### src/rtl/key_cmd_queue.sv
// key_cmd_queue: latches debounced key pulses, arbitrates them by fixed
// priority (drop > rotate > left > right), encodes each as a 2-bit move
// command and buffers the commands in a small FIFO that feeds the game FSM
// over a valid/ready handshake.
module key_cmd_queue #(
  parameter int DEPTH = 4,
  parameter int AW    = 2
) (
  input  logic          clk,
  input  logic          rst,
  input  logic          key_left,
  input  logic          key_right,
  input  logic          key_rot,
  input  logic          key_drop,
  output logic          cmd_valid,
  input  logic          cmd_ready,
  output logic [1:0]    cmd_code,
  output logic [AW:0]   cmd_count,
  output logic          lost,
  input  logic          clr_lost
);

  // Bit index equals the command code: 0 left, 1 right, 2 rotate, 3 drop.
  logic [3:0]    key_vec;
  logic [3:0]    pend_reg;
  logic [3:0]    pend_next;
  logic [3:0]    sel_vec;
  logic [3:0]    clr_vec;
  logic [3:0]    loss_vec;
  logic [1:0]    sel_code;
  logic [AW-1:0] wptr_reg;
  logic [AW-1:0] rptr_reg;
  logic [AW:0]   count_reg;
  logic [AW:0]   count_next;
  logic          lost_reg;
  logic          lost_next;
  logic          full;
  logic          empty;
  logic          pop;
  logic          wr;
  logic [1:0]    mem_reg [DEPTH];

  assign key_vec = {key_drop, key_rot, key_right, key_left};

  assign full  = (count_reg == (AW+1)'(DEPTH));
  assign empty = (count_reg == '0);
  assign pop   = ~empty & cmd_ready;

  // Fixed-priority pick among the pending bits.
  always_comb begin
    sel_code = 2'b00;
    sel_vec  = 4'b0000;
    if (pend_reg[3]) begin
      sel_code = 2'b11;
      sel_vec  = 4'b1000;
    end else if (pend_reg[2]) begin
      sel_code = 2'b10;
      sel_vec  = 4'b0100;
    end else if (pend_reg[0]) begin
      sel_code = 2'b00;
      sel_vec  = 4'b0001;
    end else if (pend_reg[1]) begin
      sel_code = 2'b01;
      sel_vec  = 4'b0010;
    end
  end

  // A full FIFO still accepts a write when its head leaves in the same cycle.
  assign wr      = (|pend_reg) & (~full | pop);
  assign clr_vec = wr ? sel_vec : 4'b0000;

  // A new press on a bit that is being written out this cycle is a new event
  // and re-arms the bit; a press on a bit that stays set is merged and lost.
  genvar gi;
  generate
    for (gi = 0; gi < 4; gi++) begin : g_pend
      assign pend_next[gi] = (pend_reg[gi] & ~clr_vec[gi]) | key_vec[gi];
      assign loss_vec[gi]  = key_vec[gi] & pend_reg[gi] & ~clr_vec[gi];
    end
  endgenerate

  // Occupancy update; a simultaneous write and pop leaves it unchanged.
  always_comb begin
    count_next = count_reg;
    case ({wr, pop})
      2'b10:   count_next = count_reg + (AW+1)'(1);
      2'b01:   count_next = count_reg - (AW+1)'(1);
      default: count_next = count_reg;
    endcase
  end

  // A loss in the same cycle as a clear keeps the flag set.
  always_comb begin
    lost_next = lost_reg;
    if (|loss_vec) begin
      lost_next = 1'b1;
    end else if (clr_lost) begin
      lost_next = 1'b0;
    end
  end

  // Control state: pending bits, pointers, occupancy and loss flag.
  always_ff @(posedge clk) begin
    if (rst) begin
      pend_reg  <= 4'b0000;
      wptr_reg  <= '0;
      rptr_reg  <= '0;
      count_reg <= '0;
      lost_reg  <= 1'b0;
    end else begin
      pend_reg  <= pend_next;
      count_reg <= count_next;
      lost_reg  <= lost_next;
      if (wr) begin
        wptr_reg <= wptr_reg + AW'(1);
      end
      if (pop) begin
        rptr_reg <= rptr_reg + AW'(1);
      end
    end
  end

  // Command storage; contents are don't-care until written, so no reset.
  always_ff @(posedge clk) begin
    if (wr) begin
      mem_reg[wptr_reg] <= sel_code;
    end
  end

  assign cmd_valid = ~empty;
  assign cmd_code  = empty ? 2'b00 : mem_reg[rptr_reg];
  assign cmd_count = count_reg;
  assign lost      = lost_reg;

endmodule

### config.mk
export PLATFORM = sky130hd
export DESIGN_NAME = key_cmd_queue
export DESIGN_NICKNAME = d
export VERILOG_FILES = /design/src/rtl/key_cmd_queue.sv
export SDC_FILE = /design/constraint.sdc
export NUM_CORES = 1
export LEC_CHECK = 0
export ABC_AREA = 0
export CAP_MARGIN = 20
export CORE_UTILIZATION = 40
export CTS_CLUSTER_DIAMETER = 60
export DETAILED_ROUTE_END_ITERATION = 12
export GPL_TIMING_DRIVEN = 0
export HOLD_SLACK_MARGIN = 0.05
export PLACE_DENSITY_LB_ADDON = 0.15
export SETUP_SLACK_MARGIN = 0.1
export SYNTH_ARGS = -nofsm -noshare
export SYNTH_HDL_FRONTEND = slang
export SYNTH_SLANG_ARGS = --single-unit
### constraint.sdc
create_clock -name clk -period 4.7 [get_ports clk]
set_input_delay 1.175 -clock clk [delete_from_list [all_inputs] [get_ports clk]]
set_output_delay 1.175 -clock clk [all_outputs]
set_load 0.05 [all_outputs]
* Word-level counts from Yosys, hierarchy flattened *
Memories as Yosys holds them, arrays and structs flattened. A register that Yosys moved wholly into a read port is not among the register bits.
Index checks and enable logic that the tools add are counted.

word-level totals
  logic and storage cells = 60
  bits of input ports = 8
  output and inout port bits = 7
  bits in registers = 12
  RAM bits = 8
  memories = 1

memory list
  name     words  width  read ports  clocked after Yosys merged registers in  write ports  RTL line  RTL
  mem_reg  4      2      1           1                                        1            41        logic [1:0] mem_reg [DEPTH];

operators by class
  bitwise logic cells = 25
  $add $sub $neg = 4
  reductions and logical operators = 5
  multiplexer cells = 17
  equal/unequal tests = 3

operators by type and width
  operator             count
  $and 1x1->1          14
  $mux 2               7
  $mux 4               2
  $reduce_or 4->1      2
  $mux 1               6
  $not 1->1            6
  $pmux 3 s2           1
  $or 1x1->1           5
  $add 2x1->2 const B  2
  $reduce_bool 2->1    2
  $add 3x1->3 const B  1
  $eq 3x3->1 const B   1
  $logic_not 3->1      1
  $mux 3               1
  $sub 3x1->3 const B  1
  $eq 2x1->1 const B   1
  $eq 2x2->1 const B   1

* Longest topological paths before layout *
Gate-level depths: netlist (run 1).

  depth in word-level cells = 10
  mapped depth = 9
  mapped depth without buffers = 9

* Worst setup path before layout (run 1) *
No wires, ideal clock.

  kind = input-to-reg
  start = input port cmd_ready
  end = register count_reg[2] (netlist: cmd_count[2])
  path buffers = 0
  arrival time = 2.869 ns
  required time = 4.629 ns
  setup time = 0.071 ns
  path slack = 1.761 ns
  cell stages on the path = 9
  path through = nor4b_4 -> nor2_1 -> inv_1 -> ha_1 -> inv_1 -> fa_1 -> xor2_1 -> or3_1 -> a21oi_1

between the ends
  word-level cells in the longest chain between the ends = 5
  elaborated cells between the ends (all ways) = 7
  those cells by class = 2 x eq/ne; 1 x mux; 3 x bitwise; 1 x reduce/logical

RTL lines
  element                                          RTL line  RTL
  start: declaration                               16        input logic cmd_ready,
  $and 1x1->1 *                                    47        assign pop = ~empty & cmd_ready;
  $or 1x1->1                                       69        assign wr = (|pend_reg) & (~full | pop);
  $and 1x1->1                                      69
  $eq 2x1->1 or $eq 2x2->1 (tied branches)         85        case ({wr, pop})
  $pmux 3 s2 or $reduce_bool 2->1 (tied branches)  -
  end signal: assignment                           112       count_reg <= count_next;
  end: declaration                                 33        logic [AW:0] count_reg;

Mark *: on every way between the ends. The rest lies on a longest branch, timed or not.
A chain may end at the register's enable or synchronous reset.

* Worst setup path in the final report (run 1) *
Ends and elaborated chain as after synthesis.

==> metrics.yaml, run 1 <==
timing:
  period_share_pct: 72.3
  rsz0062_at_grt: "no"
  hold_ws_ns: 0.547
  hold_viol: 0
  fin_tns_setup_ns: 0
  fmax_mhz: 294
  slew_viol_final: 0
  tightest_slew_ns: 0.489
  min_period_ns: 3.40
  finalClockSkew_ns: 0.00760
  maxSlewHeadroom_pct: 67.3
  setup_viol: 0
cts:
  clock_latency_ns: 0.30
  cts_tree: "done"
  hold_buffers: 0
  post_cts_resized: 0
  clock_path_buffers: 2
  clock-sinks: 22
  htreeDepth: 1
  path_clk_slew_ns: 0.12
  cts_buffers: 3
  root_buffer: "clkbuf_4"
  cts_setup_buffers: 0
global_routing:
  gr-usage-all-layers_pct: 13.6
  grt_antenna_before_repair: 0
  overflow: 0
  grt_pass1_vias: 624
  grt_pass1_wl_um: 2610
  grt_max_degree: 14
cells_and_area:
  largest_reg_flops: 8
  synthToLayoutAreaGrowth_pct: 22.8
  multi_input_area_um2: 439
  utilization_pct: 53.8
  fillers: 184
  drive_gt1_share_pct: 10.2
  final_cell_mix: "dfxtp_1 (14), clkdlybuf4s50_1 (14), nor2_1 (12)"
  antenna_cells: 0
  ff_latch_area_um2: 520
  nets: 123
synth:
  yosysWarnings: 0
  synthArstFlopShare_pct: 0
  synth_cell_types: 26
  ys_ff_latch: 22
  synth-edff-count: 8
  syn_avg_cell_area_um2: 11.1
  ys.flop_type: "dfxtp_1"
  netlist_area_um2: 997
  yosysSeqAreaShare_pct: 52.2
  synth_cells: 90
  synth_nets: 104
worst_setup_path:
  critPathRequiredTime_ns: 4.93
  cp_data_arrival_time_ns: 3.63
  worstPathMaxFanout: 7
  crit_top_cell: "inv_1"
  setup.worst_path.start_class: "primary input"
  cp-end-kind: "register"
  critPathKind: "in -> reg"
  cp_slowest_cell: "clkdlybuf4s50_1"
  critical_path.max_stage_delay_ns: 0.48
  worstPathCellList: "clkdlybuf4s50_1 > nor4b_4 > nor2_1 > inv_1 > ha_1 > inv_1 > fa_1 > xor2_1 > or3_1 > a21oi_1"
floorplan:
  start_util_pct: 43.8
  core_mm2: 0.00228
  ioPinCount: 15
  die_h_um: 51.9
  row_count: 17
  die_area_mm2: 0.00270
  dieWidth_um: 51.9
route:
  vias: 643
  dr.pass1.iters: 3
  wirelength_um: 1500
  wl_met3_um: 48
  drt_iter0_markers: 5
  final_antenna_net_count: 0
  met2_length_um: 702
  drt-met1-wl_um: 740
  wl_per_cell_um: 11.0
  drc: 0
  viasPerCell: 4.73
  highest_layer: "met4"
placement:
  dpl.hpwl_um: 1140
  gp_congestion: 0.759
  port_buffers: 14
pwr:
  p_leak_nw: 0.473
  vdd_drop_max_mv: 0.371
  power_density_mw_per_mm2: 568
  power_w: 0.000696
run:
  max_cap_viol_count: 0
worst_hold_path:
  min_path_type: "reg -> reg"
run_status:
  status: "finished, final reports clean"
## per-layer routing
metal  up-vias  track usage (%)
li1        340                -
met4         0             5.41
met3         2             5.26
met5         -                0
met2         9             22.6
met1       292             15.4
## final timing paths
path	start	endpoint	slack, ns	depth (start not counted)
setup / recovery	cmd_ready	cmd_count[2]	1.30	10
hold / removal	pend_reg[1]	lost	0.55	2
setup reg to reg	cmd_count[0]	cmd_count[2]	2.21	9
hold reg to reg	pend_reg[1]	lost	0.55	2
## report_power, final
part	leakage (nW)	switching, W	internal [W]
sequential	0.190	0.0000320	0.000238
combinational	0.255	0.000163	0.000122
clock	0.0279	0.0000548	0.0000862
## critical path: cells and delay by family
family	cells	cell delay [ns]
AO/OA/AOI/OAI	1	0.15
AND/OR/NAND/NOR	3	0.94
adder cells (fa/ha/maj)	2	0.56
XOR/XNOR	1	0.15
buffers and inverters	3	0.66
## final cells by class
class	instances	share of cell area, %
clock buffer	3	1.84
buffer	1	0.306
inverter	9	2.76
sequential	22	42.5
multi-input combinational	58	35.9
tap	28	2.86
clock inverter	1	2.45
timing repair buffer	14	11.4
## cells in the mapped netlist, types with 2 or more instances
master,instances,share of area (%)
or3_1,2,1.3
a21oi_1,8,4.0
xor2_1,3,2.6
dfxtp_1,14,28
mux4_2,2,4.5
inv_1,9,3.4
and2_1,4,2.5
xnor2_1,2,1.8
o21ai_0,4,2.0
edfxtp_1,8,24
nor2_1,12,4.5
ha_1,5,6.3
and2_2,2,1.5
nand3_1,3,1.5
## kinds of logic after synthesis
| logic type | count (synthesis) | synth area share (%) |
|---|---|---|
| adder cells (fa/ha/maj) | 6 | 8.28 |
| AND/OR/NAND/NOR | 29 | 17.6 |
| flip-flops | 22 | 52.2 |
| XOR/XNOR | 5 | 4.39 |
| multiplexers | 3 | 5.52 |
| buffers and inverters | 10 | 3.76 |
| AO/OA/AOI/OAI | 15 | 8.28 |
## metrics by stage
stage          std cells  setup slack, ns  instance area [um2]
2_1_floorplan         90             1.76                  997
3_3_place_gp         132             1.07                 1170
3_5_place_dp         132             1.03                 1170
4_1_cts              136             1.33                 1220
5_1_grt              136             1.22                 1220
6_report             136             1.30                 1220
(Power assumes the default switching activity.)
==> run 2, diff against run 1 <==
==> constraint.sdc (replaced) <==
create_clock -name clk -period 3.2 [get_ports clk]
set_input_delay 0.8 -clock clk [delete_from_list [all_inputs] [get_ports clk]]
set_output_delay 0.8 -clock clk [all_outputs]
set_load 0.05 [all_outputs]
==> run 2 against run 1 <==
Hold slack worse by 0.0021 ns. Utilization is 0.66 points higher. Via count is 1.2% higher. First-iteration DRC count shrank 60%. Wire length grew 0.60%. Register-to-register slack worse by 1.4 ns. Clock power grew 48%. Setup slack worse by 1.0 ns. Critical endpoint unchanged. Highest routed layer unchanged.
==> metrics.yaml, run 2 (synthesis gave the netlist of run 1 again) <==
run_status:
  status: "finished, final reports clean"  # unchanged
cts:
  root_buffer: "clkbuf_4"  # unchanged
  path_clk_slew_ns: 0.12  # about the same
  clock-sinks: 22  # unchanged
  cts_buffers: 3  # unchanged
  clock_latency_ns: 0.30  # about the same
  clock_path_buffers: 2  # unchanged
  htreeDepth: 1  # unchanged
  cts_tree: "done"  # unchanged
pwr:
  vdd_drop_max_mv: 0.544  # was 0.371 mV
  p_int_w: 0.000658  # was 0.000446 W
  pwr-share-clk_pct: 20.2  # was 20.3%
  p_comb_share_pct: 41.1  # was 40.9%
  p_sw_w: 0.000368  # was 0.000250 W
  p_sw_share_pct: 35.9  # about the same
  pwr-share-seq_pct: 38.7  # was 38.8%
  power_density_mw_per_mm2: 827  # was 568 mW/mm2
  p_leak_nw: 0.484  # was 0.473 nW
  power_w: 0.00103  # was 0.000696 W
route:
  drt_iter0_markers: 2  # was 5
  wl_per_cell_um: 10.9  # was 11.0 um
  final_antenna_net_count: 0  # unchanged
  drc: 0  # unchanged
  wirelength_um: 1510  # was 1500 um
  dr.pass1.iters: 4  # was 3
  vias: 651  # was 643
  viasPerCell: 4.72  # was 4.73
worst_setup_path:
  cp-end-kind: "register"  # unchanged
  rr_startpoint: "cmd_count[0]"  # unchanged
  rrSetupSlack_ns: 0.84  # was 2.21 ns
  critPathRequiredTime_ns: 3.44  # was 4.93 ns
  setup.worst_path.start_class: "primary input"  # unchanged
  worstPathMaxFanout: 7  # unchanged
  r2r.worst_path.cells: 9  # unchanged
  rr_endpoint: "cmd_count[2]"  # unchanged
  critPathKind: "in -> reg"  # unchanged
  cp_data_arrival_time_ns: 3.17  # was 3.63 ns
cells_and_area:
  nets: 125  # was 123
  synthToLayoutAreaGrowth_pct: 24.3  # was 22.8%
  final_cell_mix: "dfxtp_1 (14), clkdlybuf4s50_1 (14), nor2_1 (12)"  # unchanged
  largest_reg_flops: 8  # unchanged
  drive_gt1_share_pct: 11.8  # was 10.2%
  final_cell_count_no_fill: 138  # was 136
  antenna_cells: 0  # unchanged
global_routing:
  grt_antenna_before_repair: 0  # unchanged
  gr-usage-all-layers_pct: 13.6  # unchanged
  grt_pass1_wl_um: 2610  # unchanged
  grt_max_degree: 14  # unchanged
  overflow: 0  # unchanged
  grt_pass1_vias: 624  # unchanged
placement:
  port_buffers: 14  # unchanged
  dpl.hpwl_um: 1140  # unchanged
  dp.cells: 132  # unchanged
  gp_congestion: 0.759  # unchanged
floorplan:
  row_count: 17  # unchanged
  core_mm2: 0.00228  # unchanged
  dieWidth_um: 51.9  # unchanged
  die_area_mm2: 0.00270  # unchanged
  start_util_pct: 43.8  # unchanged
  ioPinCount: 15  # unchanged
  die_h_um: 51.9  # unchanged
timing:
  min_period_ns: 2.93
  tightest_slew_ns: 0.489  # about the same
  hold_ws_ns: 0.545  # was 0.547 ns
  fin_tns_setup_ns: 0  # unchanged
  maxSlewHeadroom_pct: 67.3  # unchanged
  period_share_pct: 91.6
  fmax_mhz: 341
  slew_viol_final: 0  # unchanged
  rsz0062_at_grt: "no"  # unchanged
  setup_viol: 0  # unchanged
  finalClockSkew_ns: 0.00603  # was 0.00760 ns
  hold_viol: 0  # unchanged
run:
  max_cap_viol_count: 0  # unchanged
worst_hold_path:
  hold_path_end: "lost"  # unchanged
  min_path_type: "reg -> reg"  # unchanged
  whs_path_depth: 2  # unchanged
  hp-start: "pend_reg[1]"  # unchanged
==> run 2: cell type report <==
cell class	count	area, um2
fill	184	1040
inverter	9	33.8
sequential	22	520
clock inverter	1	30.0
tap	28	35.0
buffer	1	3.75
timing repair buffer	16	155
clock buffer	3	22.5
multi-input combinational	58	439
==> run 2: power groups by stage <==
stage	clock [W]	sequential (W)	combinational, W
3_3_place_gp	0	0.000402	0.000415
3_5_place_dp	0	0.000404	0.000420
5_1_grt	0.000227	0.000406	0.000463
4_1_cts	0.000217	0.000398	0.000422
2_1_floorplan	0	0.000441	0.000268
6_report	0.000208	0.000397	0.000422
==> run 2: worst max-delay path by stage <==
stage              start           end  slack (ns)  depth (start not counted)
4_1_cts        cmd_ready  cmd_count[2]        0.21                         10
3_3_place_gp   cmd_ready  cmd_count[2]       -0.06                         10
6_report       cmd_ready  cmd_count[2]        0.27                         10
3_5_place_dp   cmd_ready  cmd_count[2]        -0.1                         10
5_1_grt        cmd_ready  cmd_count[2]        0.19                         10
2_1_floorplan  cmd_ready  cmd_count[2]        0.64                          9
==> run 2: timing repair <==
action,4_1_cts,5_1_grt
hold buffers,0,0
endpoints found under the setup margin,0,1
gates resized for setup,0,0
setup buffers,0,2
==> run 2: worst max-delay path, cell delays in order <==
cell and delay (ns):
clkdlybuf4s50_1 0.48, nor4b_4 0.36, nor2_1 0.19, inv_1 0.10
ha_1 0.18, inv_1 0.07, fa_1 0.38, xor2_1 0.15
or3_1 0.31, a21oi_1 0.15
==> run 2: metrics by stage <==
step / setup WS (ns) / utilization (%) / instance area [um2]
global route: 0.187 / 54.5 / 1240
CTS: 0.207 / 53.8 / 1220
global placement: -0.0589 / 51.5 / 1170
floorplan: 0.636 / - / 997
finish: 0.268 / 54.5 / 1240
detailed placement: -0.0952 / 51.5 / 1170
==> run 2: metal layers <==
layer  part of all wire [%]  vias up  track usage [%]  wire length (um)
met5                      0        -                0                 0
met4                   0.53        0             5.41                 8
met3                    3.3        2             5.26                50
met2                     47        9             22.6               710
met1                     49      294             15.4               739
li1                       -      346                -                 -
